==> src/rtl/pa_dst_writer_if.sv <==
// Bus bundle for the destination writer: result-word handshake from the
// processing array plus the request/grant memory write port.
interface pa_dst_writer_if #(
  parameter int ADDR_W = 16
);
  logic              in_rdy;
  logic              in_acq;
  logic [31:0]       in_data;
  logic              mem_wr_req;
  logic              mem_wr_gnt;
  logic [ADDR_W-1:0] mem_wr_addr;
  logic [31:0]       mem_wr_data;
  logic [3:0]        mem_wr_be;

  // Writer side: consumes result words, drives memory writes.
  modport slave (
    input  in_rdy, in_data, mem_wr_gnt,
    output in_acq, mem_wr_req, mem_wr_addr, mem_wr_data, mem_wr_be
  );

  // Environment side: supplies result words, grants memory writes.
  modport master (
    output in_rdy, in_data, mem_wr_gnt,
    input  in_acq, mem_wr_req, mem_wr_addr, mem_wr_data, mem_wr_be
  );
endinterface

==> src/rtl/pa_dst_writer.sv <==
// Output write-back stage: buffers packed 4x8-bit result words in a small
// FIFO and writes them row-major to memory with per-row tail byte enables.
module pa_dst_writer #(
  parameter int ADDR_W     = 16,
  parameter int FIFO_DEPTH = 4
) (
  input  logic                 clk,
  input  logic                 rst_n,
  input  logic                 start,
  input  logic [ADDR_W-1:0]    base_addr,
  input  logic [31:0]          lhs_rows,
  input  logic [31:0]          rhs_rows,
  pa_dst_writer_if.slave       bus,
  output logic                 busy,
  output logic                 done
);

  localparam int PTR_W = $clog2(FIFO_DEPTH);

  typedef enum logic [1:0] {IDLE, RUN, DRAIN, DONE} state_t;

  state_t state_q, state_d;

  logic [ADDR_W-1:0] base_q;
  logic [ADDR_W-1:0] addr_ofs_q;
  logic [31:0]       wpr_q, total_q, acc_cnt_q, wr_cnt_q, col_q;
  logic [1:0]        rem_q;

  logic [31:0]       fifo_mem [FIFO_DEPTH];
  logic [PTR_W:0]    wr_ptr_q, rd_ptr_q;

  logic        fifo_empty, fifo_full, push, pop, last_col, zero_dims;
  logic [31:0] wpr_in, total_in;
  logic [3:0]  tail_be;

  assign wpr_in    = (rhs_rows + 32'd3) >> 2;
  assign total_in  = lhs_rows * wpr_in;
  assign zero_dims = (lhs_rows == 32'd0) || (rhs_rows == 32'd0);

  assign fifo_empty = (wr_ptr_q == rd_ptr_q);
  assign fifo_full  = (wr_ptr_q[PTR_W] != rd_ptr_q[PTR_W]) &&
                      (wr_ptr_q[PTR_W-1:0] == rd_ptr_q[PTR_W-1:0]);

  assign bus.in_acq = (state_q == RUN) && !fifo_full && (acc_cnt_q < total_q);
  assign push       = bus.in_rdy && bus.in_acq;
  assign pop        = bus.mem_wr_req && bus.mem_wr_gnt;

  assign last_col = (col_q == wpr_q - 32'd1);

  // Tail byte-enable for the last word of a row when channels are not a multiple of 4.
  always_comb begin
    tail_be = 4'hF;
    case (rem_q)
      2'd1:    tail_be = 4'h1;
      2'd2:    tail_be = 4'h3;
      2'd3:    tail_be = 4'h7;
      default: tail_be = 4'hF;
    endcase
  end

  // The running offset equals row*wpr + col because col never exceeds wpr-1,
  // so a single incrementer replaces the multiply; outputs idle at zero.
  assign bus.mem_wr_req  = !fifo_empty;
  assign bus.mem_wr_addr = fifo_empty ? '0 : (base_q + addr_ofs_q);
  assign bus.mem_wr_data = fifo_empty ? 32'h0 : fifo_mem[rd_ptr_q[PTR_W-1:0]];
  assign bus.mem_wr_be   = fifo_empty ? 4'h0 : (last_col ? tail_be : 4'hF);

  assign busy = (state_q != IDLE);
  assign done = (state_q == DONE);

  // State register.
  always_ff @(posedge clk or negedge rst_n) begin
    if (!rst_n) state_q <= IDLE;
    else        state_q <= state_d;
  end

  // Next-state: the jump to DONE is taken on the edge of the last write.
  always_comb begin
    state_d = state_q;
    case (state_q)
      IDLE: begin
        if (start) state_d = zero_dims ? DONE : RUN;
      end
      RUN, DRAIN: begin
        if ((acc_cnt_q == total_q) &&
            ((wr_cnt_q == total_q) || (pop && (wr_cnt_q + 32'd1 == total_q))))
          state_d = DONE;
        else if ((state_q == RUN) && (acc_cnt_q == total_q))
          state_d = DRAIN;
      end
      DONE:    state_d = IDLE;
      default: state_d = IDLE;
    endcase
  end

  // Job configuration, latched only when a start is accepted in IDLE.
  always_ff @(posedge clk or negedge rst_n) begin
    if (!rst_n) begin
      base_q  <= '0;
      wpr_q   <= 32'd0;
      total_q <= 32'd0;
      rem_q   <= 2'd0;
    end else if ((state_q == IDLE) && start) begin
      base_q  <= base_addr;
      wpr_q   <= wpr_in;
      total_q <= total_in;
      rem_q   <= rhs_rows[1:0];
    end
  end

  // Accepted/written counters and the row-position tracking for addresses.
  always_ff @(posedge clk or negedge rst_n) begin
    if (!rst_n) begin
      acc_cnt_q  <= 32'd0;
      wr_cnt_q   <= 32'd0;
      col_q      <= 32'd0;
      addr_ofs_q <= '0;
    end else if ((state_q == IDLE) && start) begin
      acc_cnt_q  <= 32'd0;
      wr_cnt_q   <= 32'd0;
      col_q      <= 32'd0;
      addr_ofs_q <= '0;
    end else begin
      if (push) acc_cnt_q <= acc_cnt_q + 32'd1;
      if (pop) begin
        wr_cnt_q   <= wr_cnt_q + 32'd1;
        addr_ofs_q <= addr_ofs_q + 1'b1;
        col_q      <= last_col ? 32'd0 : col_q + 32'd1;
      end
    end
  end

  // FIFO pointers; reset discards any buffered words.
  always_ff @(posedge clk or negedge rst_n) begin
    if (!rst_n) begin
      wr_ptr_q <= '0;
      rd_ptr_q <= '0;
    end else begin
      if (push) wr_ptr_q <= wr_ptr_q + 1'b1;
      if (pop)  rd_ptr_q <= rd_ptr_q + 1'b1;
    end
  end

  // FIFO storage; contents are only visible through valid pointers.
  always_ff @(posedge clk) begin
    if (push) fifo_mem[wr_ptr_q[PTR_W-1:0]] <= bus.in_data;
  end

endmodule

==> src/flat_wrapper.sv <==
// flat-port wrapper written by rule: the top's interface ports become plain ports
module pa_dst_writer_flat 
#(
  parameter int ADDR_W     = 16,
  parameter int FIFO_DEPTH = 4
)
  (clk, rst_n, start, base_addr, lhs_rows, rhs_rows, busy, done, bus_in_rdy, bus_in_data, bus_mem_wr_gnt, bus_in_acq, bus_mem_wr_req, bus_mem_wr_addr, bus_mem_wr_data, bus_mem_wr_be);
  pa_dst_writer_if #(.ADDR_W(ADDR_W)) bus_i ();
  input  logic clk;
  input  logic rst_n;
  input  logic start;
  input  logic [ADDR_W-1:0] base_addr;
  input  logic [31:0] lhs_rows;
  input  logic [31:0] rhs_rows;
  output logic busy;
  output logic done;
  input wire logic [$bits(bus_i.in_rdy)-1:0] bus_in_rdy;
  input wire logic [$bits(bus_i.in_data)-1:0] bus_in_data;
  input wire logic [$bits(bus_i.mem_wr_gnt)-1:0] bus_mem_wr_gnt;
  output wire logic [$bits(bus_i.in_acq)-1:0] bus_in_acq;
  output wire logic [$bits(bus_i.mem_wr_req)-1:0] bus_mem_wr_req;
  output wire logic [$bits(bus_i.mem_wr_addr)-1:0] bus_mem_wr_addr;
  output wire logic [$bits(bus_i.mem_wr_data)-1:0] bus_mem_wr_data;
  output wire logic [$bits(bus_i.mem_wr_be)-1:0] bus_mem_wr_be;
  assign bus_i.in_rdy = bus_in_rdy;
  assign bus_i.in_data = bus_in_data;
  assign bus_i.mem_wr_gnt = bus_mem_wr_gnt;
  assign bus_in_acq = bus_i.in_acq;
  assign bus_mem_wr_req = bus_i.mem_wr_req;
  assign bus_mem_wr_addr = bus_i.mem_wr_addr;
  assign bus_mem_wr_data = bus_i.mem_wr_data;
  assign bus_mem_wr_be = bus_i.mem_wr_be;
  pa_dst_writer #(.ADDR_W(ADDR_W), .FIFO_DEPTH(FIFO_DEPTH)) u_core (.clk(clk), .rst_n(rst_n), .start(start), .base_addr(base_addr), .lhs_rows(lhs_rows), .rhs_rows(rhs_rows), .bus(bus_i), .busy(busy), .done(done));
endmodule
==> config.mk <==
export PLATFORM = sky130hd
export DESIGN_NAME = pa_dst_writer_flat
export DESIGN_NICKNAME = d
export VERILOG_FILES = /design/src/rtl/pa_dst_writer_if.sv /design/src/rtl/pa_dst_writer.sv /design/src/flat_wrapper.sv
export SDC_FILE = /design/constraint.sdc
export NUM_CORES = 2
export LEC_CHECK = 0
export CAP_MARGIN = 25
export CORE_ASPECT_RATIO = 1.25
export CORE_UTILIZATION = 55
export DETAILED_ROUTE_END_ITERATION = 16
export GPL_TIMING_DRIVEN = 1
export PLACE_DENSITY = 0.75
export REMOVE_ABC_BUFFERS = 1
export SLEW_MARGIN = 25
export SYNTH_ARGS = -nofsm -noshare
export SYNTH_HDL_FRONTEND = slang
export SYNTH_SLANG_ARGS = --single-unit
==> constraint.sdc <==
create_clock -name clk -period 6.88 [get_ports clk]
set_clock_uncertainty 0.15 [all_clocks]
set_input_delay 2.064 -clock clk [delete_from_list [all_inputs] [get_ports clk]]
set_output_delay 2.064 -clock clk [all_outputs]
set_load 0.05 [all_outputs]
==> flow_summary_export.csv <==
group,metric,value,unit
detailed_routing,ant_nets,0,
synth,muxShareOfSynthArea,0.0262,
detailed_routing,drtPass1Iterations,5,
critical_path,r2r_start,"u_core.wr_ptr_q[1]$_DFFE_PN0P_",
grt,overflow,0,
floorplan,dieWidth,225,um
clock_tree,clk_latency,0.56,ns
sta,fin_crit_sh,1.38,
place,gp_congestion,0.970,
synth,synth_xor_area_frac,0.0746,
detailed_routing,routed_wl,91.2,mm
sta,setup_slack,-2.60,ns
synth,yosys.area_share.simple,0.189,
clock_tree,cts_buffers,28,
place,placed_area,39000,um^2
synth,ys_ff_latch,328,
sta,slew_violations,0,
critical_path,critical_path.max_stage_delay,0.38,ns
grt,grt_usage,0.292,
critical_path,worst_ep_arrival_time,9.74,ns
sta,relSlewSlack,0.368,
cells_and_area,layout-drive-gt1-share,0.172,
critical_path,cp-end-kind,"flip-flop",
worst_hold_path,min_path_type,"reg2reg",
sta,finalHoldViolations,0,
floorplan,top_level_ports,173,
detailed_routing,drtIter0Drc,1667,
clock_tree,clock_sinks,328,
clock_tree,cts_tree,"built",
place,port_buffers,172,
clock_tree,clock-root-buffer,"clkbuf_16",
synth,syn-instance-count,3619,
grt,grt_max_degree,116,
critical_path,slowest_stage,"xnor3_1",
cells_and_area,area_delta_synth_final,22.3,%
critical_path,r2r_slack,2.51,ns
critical_path,crit_start,"rhs_rows[0]",
detailed_routing,drcViolationCount,0,
cells_and_area,diodes,0,
synth,synth-edff-count,128,
floorplan,die_area,63000,um^2
run,max_cap_violations,0,
synth,synth_cell_types,80,
clock_tree,cts_max_level,1,
floorplan,start_util,0.559,
floorplan,rows,101,
critical_path,start_kind,"input port",
sta,worst_pin_slew,0.949,ns
synth,async_flop_share,0.610,
synth,synth_compound_area_frac,0.0636,
synth,synth_top_family_by_area,"adder cells",
sta,fmax,105,MHz
cells_and_area,final_common_cell,"nand2_1",
synth,synth-main-ff-cell,"dfrtp_1",
detailed_routing,wl_per_cell,18.6,um
grt,grt_pass1_vias,28075,
synth,ys_seq_area_frac,0.260,
place,hpwlAfterDp,70.4,mm
worst_hold_path,hold_start,"u_core.base_q[2]$_DFFE_PN0P_",
sta,setup_viol_count_final,25,
sta,rsz0062_at_grt,"yes",
synth,syn_area,34100,um^2
critical_path,worstPathRequired,7.15,ns
floorplan,core-area,61000,um^2
cells_and_area,stdcell_area,41700,um^2
critical_path,critPathKind,"in2reg",
outcome,violations,"setup timing",
cells_and_area,finalNetCount,4765,
cells_and_area,mostFrequentLayoutCells,"nand2_1 (539), inv_1 (497), fa_1 (381)",
detailed_routing,num_vias,26917,
floorplan,die_h,280,um
grt,antenna_found_initial,0,
grt,grt_pass1_wl,145,mm
outcome,status,"complete, but fails checks",
synth,avgSynthCellArea,9.42,um^2
clock_tree,clk_pin_slew,0.06,ns
synth,yosysWarningCount,0,
critical_path,crit_path_frequent_cell,"buf_4",
detailed_routing,vias_per_cell,5.49,
critical_path,cp_max_fo,4,
synth,synth_fa_ha_area_frac,0.308,
clock_tree,clockBufferDepth,3,
sta,min_period,9.48,ns
==> worst max-delay path, delay by kind of cell <==
kind | cells | cell delay (ns)
XOR/XNOR | 5 | 1.33
AO/OA/AOI/OAI | 3 | 0.33
AND/OR/NAND/NOR | 2 | 0.32
multiplexers | 1 | 0.14
buffers and inverters | 44 | 5.50
==> layer usage <==
| metal | share of wire | wire length (um) | global-route usage |
|---|---|---|---|
| met1 | 0.39 | 35800 | 0.360 |
| met2 | 0.51 | 46600 | 0.523 |
| met3 | 0.050 | 4530 | 0.0254 |
| met4 | 0.046 | 4240 | 0.125 |
| met5 | 0 | 0 | 0 |
==> synth_stat cells, types with 27 or more instances <==
| library cell | number | area share |
|---|---|---|
| ha_1 | 180 | 0.066 |
| nand3_1 | 68 | 0.010 |
| and2_1 | 292 | 0.054 |
| clkbuf_1 | 165 | 0.018 |
| nand4_1 | 50 | 0.0092 |
| mux4_2 | 32 | 0.021 |
| nor2_1 | 154 | 0.017 |
| fa_1 | 410 | 0.24 |
| nor4_1 | 27 | 0.0050 |
| a21o_1 | 38 | 0.0084 |
| edfxtp_1 | 128 | 0.11 |
| nor3_1 | 38 | 0.0056 |
| dfrtp_1 | 200 | 0.15 |
| inv_1 | 523 | 0.058 |
| a21oi_1 | 93 | 0.014 |
| xnor2_1 | 160 | 0.041 |
| o21ai_0 | 104 | 0.015 |
| xor2_1 | 114 | 0.029 |
| nand2_1 | 549 | 0.060 |
==> registers in the layout (all words and copies together), names as in the netlist <==
name,flops
u_core.col_q,32
u_core.base_q,16
u_core.acc_cnt_q,32
u_core.fifo_mem,128
u_core.total_q,32
u_core.addr_ofs_q,16
u_core.wr_ptr_q,3
u_core.rem_q,2
u_core.state_q,2
u_core.rd_ptr_q,3
u_core.wr_cnt_q,32
u_core.wpr_q,30
==> cells by family (layout without fill, tap and decap cells) <==
group | count (synthesis) | after routing
flops | 328 | 328
fa+ha+maj | 594 | 594
xor+xnor | 281 | 281
simple gates | 1309 | 1309
buf+inv | 705 | 1165
compound gates | 353 | 353
mux | 49 | 49
==> layout make-up <==
type                            instances  area [um^2]
Multi-Input combinational cell       2586        23600
Fill cell                            4530        19300
Sequential cell                       328         8850
Timing Repair Buffer                  591         5330
Inverter                              523         1960
Tap cell                              824         1030
Clock buffer                           42          815
Clock inverter                          9         73.8
==> through the flow <==
stage	setup slack, ns	setup TNS, ns	util	hold slack, ns	instances
3_3_place_gp	-3.83	-73.76	0.639	0.314	4763
6_report	-2.60	-43.09	0.683	0.328	4903
2_1_floorplan	-3.87	-65.33	-	0.300	3437
3_5_place_dp	-4.03	-76.45	0.639	0.318	4763
4_1_cts	-2.37	-38.33	0.675	0.334	4889
5_1_grt	-2.83	-48.74	0.683	0.361	4903
==> path summary, 6_finish.rpt <==
path / end / depth (start not counted)
max: u_core.total_q[31]$_DFFE_PN0P_ / 55
min: u_core.base_q[2]$_DFFE_PN0P_ / 2
max reg2reg: u_core.state_q[1]$_DFFE_PN0P_ / 14
min reg2reg: u_core.base_q[2]$_DFFE_PN0P_ / 2
max in group asynchronous: u_core.state_q[1]$_DFFE_PN0P_ / 2
min in group asynchronous: u_core.base_q[8]$_DFFE_PN0P_ / 1
==> repair_timing <==
item | in CTS | in global routing
pin swaps | 136 | 103
gates resized for setup | 251 | 77
hold buffers | 0 | 0
buffers inserted | 74 | 14
endpoints found under the setup margin | 26 | 30
cloned | 2 | 0
Power is not shown: default switching activity piles up to over one toggle a cycle in this logic, so the estimate is an artifact.
